===== src/rtl/alu_pkg.sv =====
// Shared types for the sequential ALU: opcodes, FSM states and the default
// divide-by-zero result code.
package alu_pkg;

  typedef enum logic [2:0] {
    OP_CLR = 3'd0,
    OP_ADD = 3'd1,
    OP_SUB = 3'd2,
    OP_MUL = 3'd3,
    OP_DIV = 3'd4,
    OP_AND = 3'd5,
    OP_OR  = 3'd6,
    OP_XOR = 3'd7
  } op_e;

  typedef enum logic [1:0] {
    S_IDLE = 2'd0,
    S_DIV  = 2'd1,
    S_DONE = 2'd2
  } state_e;

  localparam logic [15:0] ERROR_CODE_DEFAULT = 16'hDEAD;

endpackage


===== src/rtl/alu_divider.sv =====
// Iterative restoring divider, one quotient bit per cycle. The first bit is
// resolved on the start edge itself, so done pulses DATA_WIDTH-1 edges later.
module alu_divider
  import alu_pkg::*;
#(
  parameter int DATA_WIDTH = 16
) (
  input  logic                  clk,
  input  logic                  reset,
  input  logic                  start,
  input  logic [DATA_WIDTH-1:0] dividend,
  input  logic [DATA_WIDTH-1:0] divisor,
  output logic                  busy,
  output logic                  done,
  output logic [DATA_WIDTH-1:0] quotient,
  output logic [DATA_WIDTH-1:0] remainder
);

  localparam int CW = $clog2(DATA_WIDTH + 1);

  logic [DATA_WIDTH-1:0] rem_q, rem_d;
  logic [DATA_WIDTH-1:0] quo_q, quo_d;
  logic [DATA_WIDTH-1:0] dvsr_q, dvsr_d;
  logic [CW-1:0]         cnt_q, cnt_d;
  logic                  busy_q, busy_d;
  logic                  done_q, done_d;

  logic [DATA_WIDTH-1:0] src_rem, src_quo, src_dvsr;
  logic [DATA_WIDTH:0]   trial;
  logic [DATA_WIDTH-1:0] diff;
  logic                  fits;
  logic [DATA_WIDTH-1:0] step_rem, step_quo;

  // One restoring step, fed either from fresh operands (start) or from the registers.
  always_comb begin
    src_rem  = start ? '0 : rem_q;
    src_quo  = start ? dividend : quo_q;
    src_dvsr = start ? divisor : dvsr_q;
    trial    = {src_rem, src_quo[DATA_WIDTH-1]};
    fits     = (trial >= {1'b0, src_dvsr});
    diff     = trial[DATA_WIDTH-1:0] - src_dvsr;
    step_rem = fits ? diff : trial[DATA_WIDTH-1:0];
    step_quo = {src_quo[DATA_WIDTH-2:0], fits};
  end

  always_comb begin
    rem_d  = rem_q;
    quo_d  = quo_q;
    dvsr_d = dvsr_q;
    cnt_d  = cnt_q;
    busy_d = busy_q;
    done_d = 1'b0;
    if (start) begin
      rem_d  = step_rem;
      quo_d  = step_quo;
      dvsr_d = divisor;
      cnt_d  = CW'(DATA_WIDTH - 1);
      busy_d = 1'b1;
    end else if (busy_q) begin
      rem_d = step_rem;
      quo_d = step_quo;
      cnt_d = cnt_q - CW'(1);
      if (cnt_q == CW'(1)) begin
        busy_d = 1'b0;
        done_d = 1'b1;
      end
    end
  end

  always_ff @(posedge clk or negedge reset) begin
    if (!reset) begin
      rem_q  <= '0;
      quo_q  <= '0;
      dvsr_q <= '0;
      cnt_q  <= '0;
      busy_q <= 1'b0;
      done_q <= 1'b0;
    end else begin
      rem_q  <= rem_d;
      quo_q  <= quo_d;
      dvsr_q <= dvsr_d;
      cnt_q  <= cnt_d;
      busy_q <= busy_d;
      done_q <= done_d;
    end
  end

  assign busy      = busy_q;
  assign done      = done_q;
  assign quotient  = quo_q;
  assign remainder = rem_q;

endmodule


===== src/rtl/alu_seq.sv =====
// Sequential ALU with valid/ready handshakes: single-cycle ops complete in one
// cycle, DIV runs on the iterative divider; the result is held until consumed.
module alu_seq
  import alu_pkg::*;
#(
  parameter int          DATA_WIDTH = 16,
  parameter logic [15:0] ERROR_CODE = ERROR_CODE_DEFAULT
) (
  input  logic                      clk,
  input  logic                      reset,
  input  logic                      in_valid,
  output logic                      in_ready,
  input  logic [2:0]                oper,
  input  logic [DATA_WIDTH-1:0]     A,
  input  logic [DATA_WIDTH-1:0]     B,
  output logic                      out_valid,
  input  logic                      out_ready,
  output logic [2*DATA_WIDTH-1:0]   res_out,
  output logic                      flag_zero,
  output logic                      flag_carry,
  output logic                      flag_err
);

  localparam int RW = 2 * DATA_WIDTH;
  localparam logic [RW-1:0] ERR_RES = RW'(ERROR_CODE);

  state_e state_q, state_d;

  logic [RW-1:0] res_q, res_d;
  logic          zero_q, zero_d;
  logic          carry_q, carry_d;
  logic          err_q, err_d;

  logic                  accept;
  logic                  div_start;
  logic                  div_busy;
  logic                  div_done;
  logic [DATA_WIDTH-1:0] div_quo;
  logic [DATA_WIDTH-1:0] div_rem;

  logic [DATA_WIDTH:0]   sum;
  logic [DATA_WIDTH-1:0] diff;
  logic [RW-1:0]         prod;
  logic [RW-1:0]         alu_res;
  logic                  alu_carry;
  logic                  alu_err;

  assign accept    = in_valid && in_ready;
  assign div_start = accept && (op_e'(oper) == OP_DIV) && (B != '0);

  alu_divider #(
    .DATA_WIDTH(DATA_WIDTH)
  ) u_divider (
    .clk      (clk),
    .reset    (reset),
    .start    (div_start),
    .dividend (A),
    .divisor  (B),
    .busy     (div_busy),
    .done     (div_done),
    .quotient (div_quo),
    .remainder(div_rem)
  );

  always_ff @(posedge clk or negedge reset) begin
    if (!reset) begin
      state_q <= S_IDLE;
    end else begin
      state_q <= state_d;
    end
  end

  always_comb begin
    state_d = state_q;
    case (state_q)
      S_IDLE: if (in_valid) state_d = div_start ? S_DIV : S_DONE;
      S_DIV:  if (div_done && !div_busy) state_d = S_DONE;
      S_DONE: if (out_ready) state_d = S_IDLE;
      default: state_d = S_IDLE;
    endcase
  end

  always_comb begin
    in_ready  = (state_q == S_IDLE);
    out_valid = (state_q == S_DONE);
  end

  // Single-cycle results; the DIV entry only matters for the B==0 case.
  always_comb begin
    sum       = {1'b0, A} + {1'b0, B};
    diff      = A - B;
    prod      = {{DATA_WIDTH{1'b0}}, A} * {{DATA_WIDTH{1'b0}}, B};
    alu_res   = '0;
    alu_carry = 1'b0;
    alu_err   = 1'b0;
    case (op_e'(oper))
      OP_CLR: alu_res = '0;
      OP_ADD: begin
        alu_res   = {{(DATA_WIDTH-1){1'b0}}, sum};
        alu_carry = sum[DATA_WIDTH];
      end
      OP_SUB: begin
        alu_res   = {{DATA_WIDTH{1'b0}}, diff};
        alu_carry = (B > A);
      end
      OP_MUL: alu_res = prod;
      OP_DIV: begin
        alu_res = ERR_RES;
        alu_err = 1'b1;
      end
      OP_AND: alu_res = {{DATA_WIDTH{1'b0}}, A & B};
      OP_OR:  alu_res = {{DATA_WIDTH{1'b0}}, A | B};
      OP_XOR: alu_res = {{DATA_WIDTH{1'b0}}, A ^ B};
      default: alu_res = '0;
    endcase
  end

  always_comb begin
    res_d   = res_q;
    zero_d  = zero_q;
    carry_d = carry_q;
    err_d   = err_q;
    if (accept && !div_start) begin
      res_d   = alu_res;
      zero_d  = (alu_res == '0);
      carry_d = alu_carry;
      err_d   = alu_err;
    end else if ((state_q == S_DIV) && div_done) begin
      res_d   = {div_rem, div_quo};
      zero_d  = ({div_rem, div_quo} == '0);
      carry_d = 1'b0;
      err_d   = 1'b0;
    end
  end

  always_ff @(posedge clk or negedge reset) begin
    if (!reset) begin
      res_q   <= '0;
      zero_q  <= 1'b0;
      carry_q <= 1'b0;
      err_q   <= 1'b0;
    end else begin
      res_q   <= res_d;
      zero_q  <= zero_d;
      carry_q <= carry_d;
      err_q   <= err_d;
    end
  end

  assign res_out    = res_q;
  assign flag_zero  = zero_q;
  assign flag_carry = carry_q;
  assign flag_err   = err_q;

endmodule

===== config.mk =====
export PLATFORM = sky130hd
export DESIGN_NAME = alu_seq
export DESIGN_NICKNAME = d
export VERILOG_FILES = /design/src/rtl/alu_pkg.sv /design/src/rtl/alu_divider.sv /design/src/rtl/alu_seq.sv
export SDC_FILE = /design/constraint.sdc
export NUM_CORES = 1
export LEC_CHECK = 0
export CORE_ASPECT_RATIO = 0.8
export CORE_MARGIN = 4
export CORE_UTILIZATION = 45
export DETAILED_ROUTE_END_ITERATION = 8
export MAX_ROUTING_LAYER = met4
export PLACE_DENSITY = 0.69
export SYNTH_ARGS = -nofsm -noshare
export SYNTH_HDL_FRONTEND = slang
export SYNTH_SLANG_ARGS = --single-unit
export TNS_END_PERCENT = 1

===== constraint.sdc =====
create_clock -name clk -period 8.6 [get_ports clk]
set_input_delay 1.72 -clock clk [delete_from_list [all_inputs] [get_ports clk]]
set_output_delay 1.72 -clock clk [all_outputs]
set_load 0.02 [all_outputs]

==> After elaboration in Yosys (flattened, before gate mapping) <==
Cells that the tools add are included.
{ "word_totals": {"ff_bits": 92, "output_inout_bits": 37, "elab_cells": 81} }
{ "op_classes": {"add_sub_neg": 4, "n_mul": 1, "order_cmp": 2, "eq_ne": 13, "muxes": 31, "n_bitwise": 3, "n_reduce_logical": 16} }
{ "ops": {"columns": ["operator", "n"], "rows": [
  ["$pmux W32 S8", 1],
  ["$mux W16", 8],
  ["$logic_not A32 Y1", 2],
  ["$mux W32", 2],
  ["$mul A16 B16 Y32", 1],
  ["$sub A16 B16 Y16", 2],
  ["$add A16 B16 Y17", 1],
  ["$ge A17 B16 Y1", 1],
  ["$and A16 B16 Y16", 1],
  ["$gt A16 B16 Y1", 1],
  ["$or A16 B16 Y16", 1],
  ["$reduce_bool A16 Y1", 1],
  ["$xor A16 B16 Y16", 1],
  ["$eq A3 B3 Y1 const B", 4],
  ["$mux W1", 12],
  ["$mux W5", 2],
  ["$mux W2", 4],
  ["$eq A3 B2 Y1 const B", 2],
  ["$logic_and A1 B1 Y1", 6],
  ["$pmux W2 S3", 1],
  ["$eq A5 B1 Y1 const B", 1],
  ["$sub A5 B1 Y5 const B", 1],
  ["$ne A2 B2 Y1 const B", 2],
  ["$reduce_bool A2 Y1", 2],
  ["other kinds (9)", 10]
]} }

==> Logic depth before layout (Yosys ltp) <==
{ "depth": {"ltp_word": 9, "depth_mapped": 26, "ltp_nobuf": 24} }

==> Modules after synthesis <==
Synthesis repeated with hierarchy kept, for this count alone.
{ "unflattened": {"cells_unflattened": 1955, "area_unflattened_um2": 16338.2} }
{ "by_module_without_submodules": {"columns": ["mod", "instances", "cells_each", "area_each_um2", "seq_area_each_um2"], "rows": [
  ["alu_seq", 1, 1607, 12958.7, 925.9],
  ["alu_divider", 1, 348, 3379.5, 1376.3]
]} }

==> Least setup slack after synthesis <==
No wires, ideal clock.
{ "synth_path": {"path_type": "input -> register", "from": "input port B[4]", "to": "register zero_q, in the netlist flag_zero", "setup_time_ns": 0.066, "arrival_ns": 7.644, "required_ns": 8.534, "slack_ns": 0.889, "stages": 24, "n_path_buf": 1, "path_cell_list": "inv_1 buf_1 nor2_1 fa_1 inv_1 fa_1 fa_1 inv_1 fa_1 fa_1 inv_1 fa_1 inv_1 ha_1 a21oi_1 o21ai_1 a21o_1 a221o_1 xnor2_1 o22ai_1 a311o_1 and3_1 nor4b_1 a41o_1"} }
{ "synth_between": {"elab_chain_len": 5, "word_cells_on_any_way": 14, "cone_classes": "add/sub: 2; mul: 1; mux: 2; bitwise: 3; reduce/logical: 6"} }
{ "synth_rtl": {"columns": ["item", "line", "text"], "rows": [
  ["start: declaration", "alu_seq.sv:15", "input logic [DATA_WIDTH-1:0] B,"],
  ["branches (longest 5 deep; another with $mul A16 B16 Y32)", null, null],
  ["end signal: assignment", "alu_seq.sv:144", "zero_q <= zero_d;"],
  ["end: declaration", "alu_seq.sv:30", "logic zero_q, zero_d;"]
]} }
Several ways; the timed one is not identified.
A chain may end at the register's enable or synchronous reset.

==> Worst setup path after layout <==
{ "layout_path": {"from": "input port A[9]", "to": "register zero_q, in the netlist flag_zero"} }
{ "layout_between": {"elab_chain_len": 4, "word_cells_on_any_way": 9, "cone_classes": "add/sub: 2; mul: 1; mux: 2; bitwise: 3; reduce/logical: 1"} }
{ "layout_rtl": {"columns": ["item", "line", "text"], "rows": [
  ["start: declaration", "alu_seq.sv:14", "input logic [DATA_WIDTH-1:0] A,"],
  ["$mul A16 B16 Y32 (tied with other cells)", "alu_seq.sv:92", "prod = {{DATA_WIDTH{1'b0}}, A} * {{DATA_WIDTH{1'b0}}, B};"],
  ["$pmux W32 S8 (*)", "alu_seq.sv:96", "case (op_e'(oper))"],
  ["$logic_not A32 Y1 (*)", "alu_seq.sv:125", "zero_d = (alu_res == '0);"],
  ["$mux W1 (*)", "alu_seq.sv:123", "if (accept && !div_start) begin"]
]} }
Mark *: on every way between the ends. The rest lies on a longest branch, timed or not.

==> reports/results.tsv <==
stage	metric	value	unit
yosys	Synth top area share	24.5	%
routing	1st-pass router iterations	5	
global_routing	largest net degree at the start of global routing	75	
clock_network	Root Buffer	clkbuf_16	
critical_path	crit path from	A[9]	
routing	DRC Markers	0	
sta	Slew Limit Fails	0	
sta	final period utilization	97.8	%
clock_network	clk buf depth	2	
yosys	syn_nets	2409	
clock_network	post-CTS resize count	0	
sta	unrepaired setup endpoints after global routing	no	
global_routing	initial antenna violation count	1	
routing	Post-DRT Antenna Nets	0	
yosys	commonest cells in the netlist	inv_1 (299), nand2_1 (270), nor2_1 (216), fa_1 (197), ha_1 (170)	
yosys	syn_area_per_cell	8.05	µm²
critical_path	Crit path arrival time	8.66	ns
global_routing	number of global-route vias before repair	15000	
yosys	top cells by area, synth	fa_1 (24%), dfrtp_1 (14%), ha_1 (13%)	
routing	vias per cell	5.79	
sta	final hold viol count	0	
floorplan	# IOs	76	
routing	final WL	56000	µm
yosys	Ys Warns	0	
routing	M1 WL	25300	µm
clock_network	H-tree levels	3	
place	Place WS	-0.142	ns
yosys	leading area contributor after synthesis	fa_1	
global_routing	grt ovf	0	
global_routing	first-pass GRT wire length	88000	µm
clock_network	Hold-fix buffers, CTS	0	
cells_and_area	P&R area growth vs syn	14.5	%
floorplan	Die H	177	µm
floorplan	die area	38900	µm²
worst_hold_path	start point of the worst min-delay path	u_divider.dvsr_q[13]$_DFF_PN0_	
floorplan	Initial Utilization	46.0	%
sta	minimum clock period	8.42	ns
sta	Fin Clk Skew	0.00886	ns
job	max-cap viol count	0	
cells_and_area	fillers	3383	
routing	number of DRC markers in iteration 0	1597	
yosys	count leader, synth	inv_1	
cells_and_area	utilization after layout	52.7	%
critical_path	crit-path max FO	8	
pwr	PnR Total Power	8.28	mW
critical_path	WP data required	8.85	ns
clock_network	clk slew on worst S/H paths	0.06	ns
critical_path	crit path launch type	primary input	
pwr	Pleak	9.03	nW
yosys	Netlist Area Pre-Place	16100	µm²
yosys	#FFs+latches synth	92	
clock_network	worst-skew pair later-pin latency	0.36	ns
sta	achievable clock frequency	119	MHz
floorplan	area of the core	35000	µm²
sta	Final Worst Setup Slack	0.185	ns
routing	Vias	15100	
place	HPWL after DPL	46100	µm
global_routing	overall global routing resource usage	30.2	%
cells_and_area	Final nets	2535	
outcome	status	finished, final reports clean	
clock_network	number of buffers created by CTS	9	
yosys	EDFF count, synth	0	
yosys	Seq/Total Area, Yosys	14.3	%
yosys	synth unique cells	79	
clock_network	Num Clock Sinks	92	
routing	max layer used	met4	
floorplan	Die X	220	µm
clock_network	CTS tree	built	
sta	Rel. slew slack	32.8	%
place	GPL Wtd Cong	1.00	
routing	Avg WL per Cell	21.5	µm
routing	metal2 WL	23300	µm
clock_network	Setup Buffers After CTS	0	
pwr	VDD IR max	0.623	mV
yosys	Synth Instances	2003	
routing	Met3 Routed Length	5730	µm
critical_path	endpoint class of the critical path	flop	
sta	hold slack	0.476	ns
critical_path	kind of critical path	primary input to flop	
yosys	fraction of registers with async set/reset	100	%
place	PortBufs	75	
floorplan	site row count	61	
cells_and_area	layout cells sized above 1	8.53	%
pwr	Pwr Density	449	nW/µm²
worst_hold_path	HP Class	flop to flop	
sta	Final setup viols	0	
critical_path	worst r2r src	state_q[0]$_DFFE_PN0P_	
sta	Worst Max-Slew Pin Slew	1.00	ns
yosys	predominant post-synthesis flop cell	dfrtp_1	
## through the flow
stage / area (µm²) / TNS (ns) / std cells
after global placement: 18100 / -0.518 / 2590
after global routing: 18500 / 0 / 2607
after floorplan: 16100 / 0 / 2003
after CTS: 18400 / 0 / 2605
after detailed placement: 18100 / -0.247 / 2590
final: 18500 / 0 / 2607
## worst paths after layout
check | to | slack (ns) | cells after the start
worst min-delay path | u_divider.dvsr_q[13]$_DFF_PN0_ | 0.48 | 2
min in group asynchronous | u_divider.quotient[2]$_DFFE_PN0P_ | 1.23 | 1
max in group asynchronous | res_out[26]$_DFFE_PN0P_ | 6.11 | 2
worst max-delay path | flag_zero$_DFFE_PN0P_ | 0.18 | 25
worst min register to register | u_divider.dvsr_q[13]$_DFF_PN0_ | 0.48 | 2
worst max register to register | u_divider.remainder[14]$_DFFE_PN0P_ | 3.88 | 17
## flip-flops by register name, indices dropped and copies added, names as in the netlist
| register | cells |
|---|---|
| u_divider.cnt_q | 5 |
| flag_err | 1 |
| u_divider.done | 1 |
| flag_zero | 1 |
| state_q | 2 |
| u_divider.dvsr_q | 16 |
| u_divider.remainder | 16 |
| res_out | 32 |
| flag_carry | 1 |
| u_divider.busy | 1 |
| u_divider.quotient | 16 |
## per-layer routing
metal	track usage, %	vias to the layer above
met5	-	-
met4	7.43	0
met3	8.13	111
met2	42.5	731
met1	43.5	7388
li1	-	6857
## worst max-delay path, cell delays in order
cell             delay [ns]
clkdlybuf4s50_1        0.66
inv_1                  0.43
nor2_1                 0.13
fa_1                   0.54
inv_1                  0.05
fa_1                   0.46
fa_1                   0.52
inv_1                  0.06
fa_1                   0.44
fa_1                   0.52
inv_1                  0.05
fa_1                   0.50
inv_1                  0.05
ha_1                   0.34
a21o_1                 0.20
a211o_1                0.28
a31oi_1                0.15
buf_4                  0.15
nand3_1                0.16
a311oi_1               0.33
buf_4                  0.19
nand4_1                0.09
o311a_1                0.20
nor4b_1                0.17
a41o_1                 0.24
## where the power goes
group / internal [mW] / total (mW) / leakage, nW / switching (mW)
combinational: 2.99 / 7.07 / 7.77 / 4.08
clock: 0.240 / 0.416 / 0.145 / 0.176
sequential: 0.609 / 0.789 / 1.11 / 0.180
total: 3.84 / 8.28 / 9.03 / 4.44
## kinds of logic (layout without fill, tap and decap cells)
group	count (synthesis)	count (layout)	synth area share (%)
DFF	92	92	14.3
and+or+nand+nor	662	662	18.1
buffers and inverters	410	540	9.68
xor gates and xnor gates	44	44	2.39
AOI/OAI and AO/OA	396	396	15.9
other	0	2	0
adders and majority gates	367	367	37.7
muxes	32	32	2.01
## cell usage in the layout (no fill, tap or decap), types with 10 or more instances in the layout
cell / Yosys / layout
a211oi_1: 16 / 16
a21o_1: 24 / 24
a21oi_1: 117 / 117
a31oi_1: 27 / 27
and2_1: 18 / 18
buf_4: 0 / 140
clkdlybuf4s50_1: 0 / 74
dfrtp_1: 92 / 92
fa_1: 197 / 197
ha_1: 170 / 170
inv_1: 299 / 298
mux2i_1: 29 / 29
nand2_1: 270 / 269
nand2b_1: 20 / 20
nand3_1: 28 / 28
nand4_1: 17 / 17
nor2_1: 216 / 216
nor2b_1: 14 / 14
nor3_1: 17 / 16
nor4_1: 16 / 16
o211ai_1: 17 / 17
o21ai_0: 81 / 81
or3_1: 11 / 11
xnor2_1: 34 / 34
xor2_1: 10 / 10
## layout make-up
| type | count | area (µm²) | area share, % |
|---|---|---|---|
| antenna | 2 | 5.00 | 0.0271 |
| clock buffer | 12 | 256 | 1.39 |
| clock inverter | 3 | 46.3 | 0.251 |
| inverter | 309 | 1160 | 6.29 |
| multi-input combinational | 1501 | 12300 | 66.4 |
| sequential | 92 | 2300 | 12.5 |
| tap | 472 | 591 | 3.20 |
| timing repair buffer | 216 | 1830 | 9.93 |
Note: power is estimated with default switching activity, not from simulation.
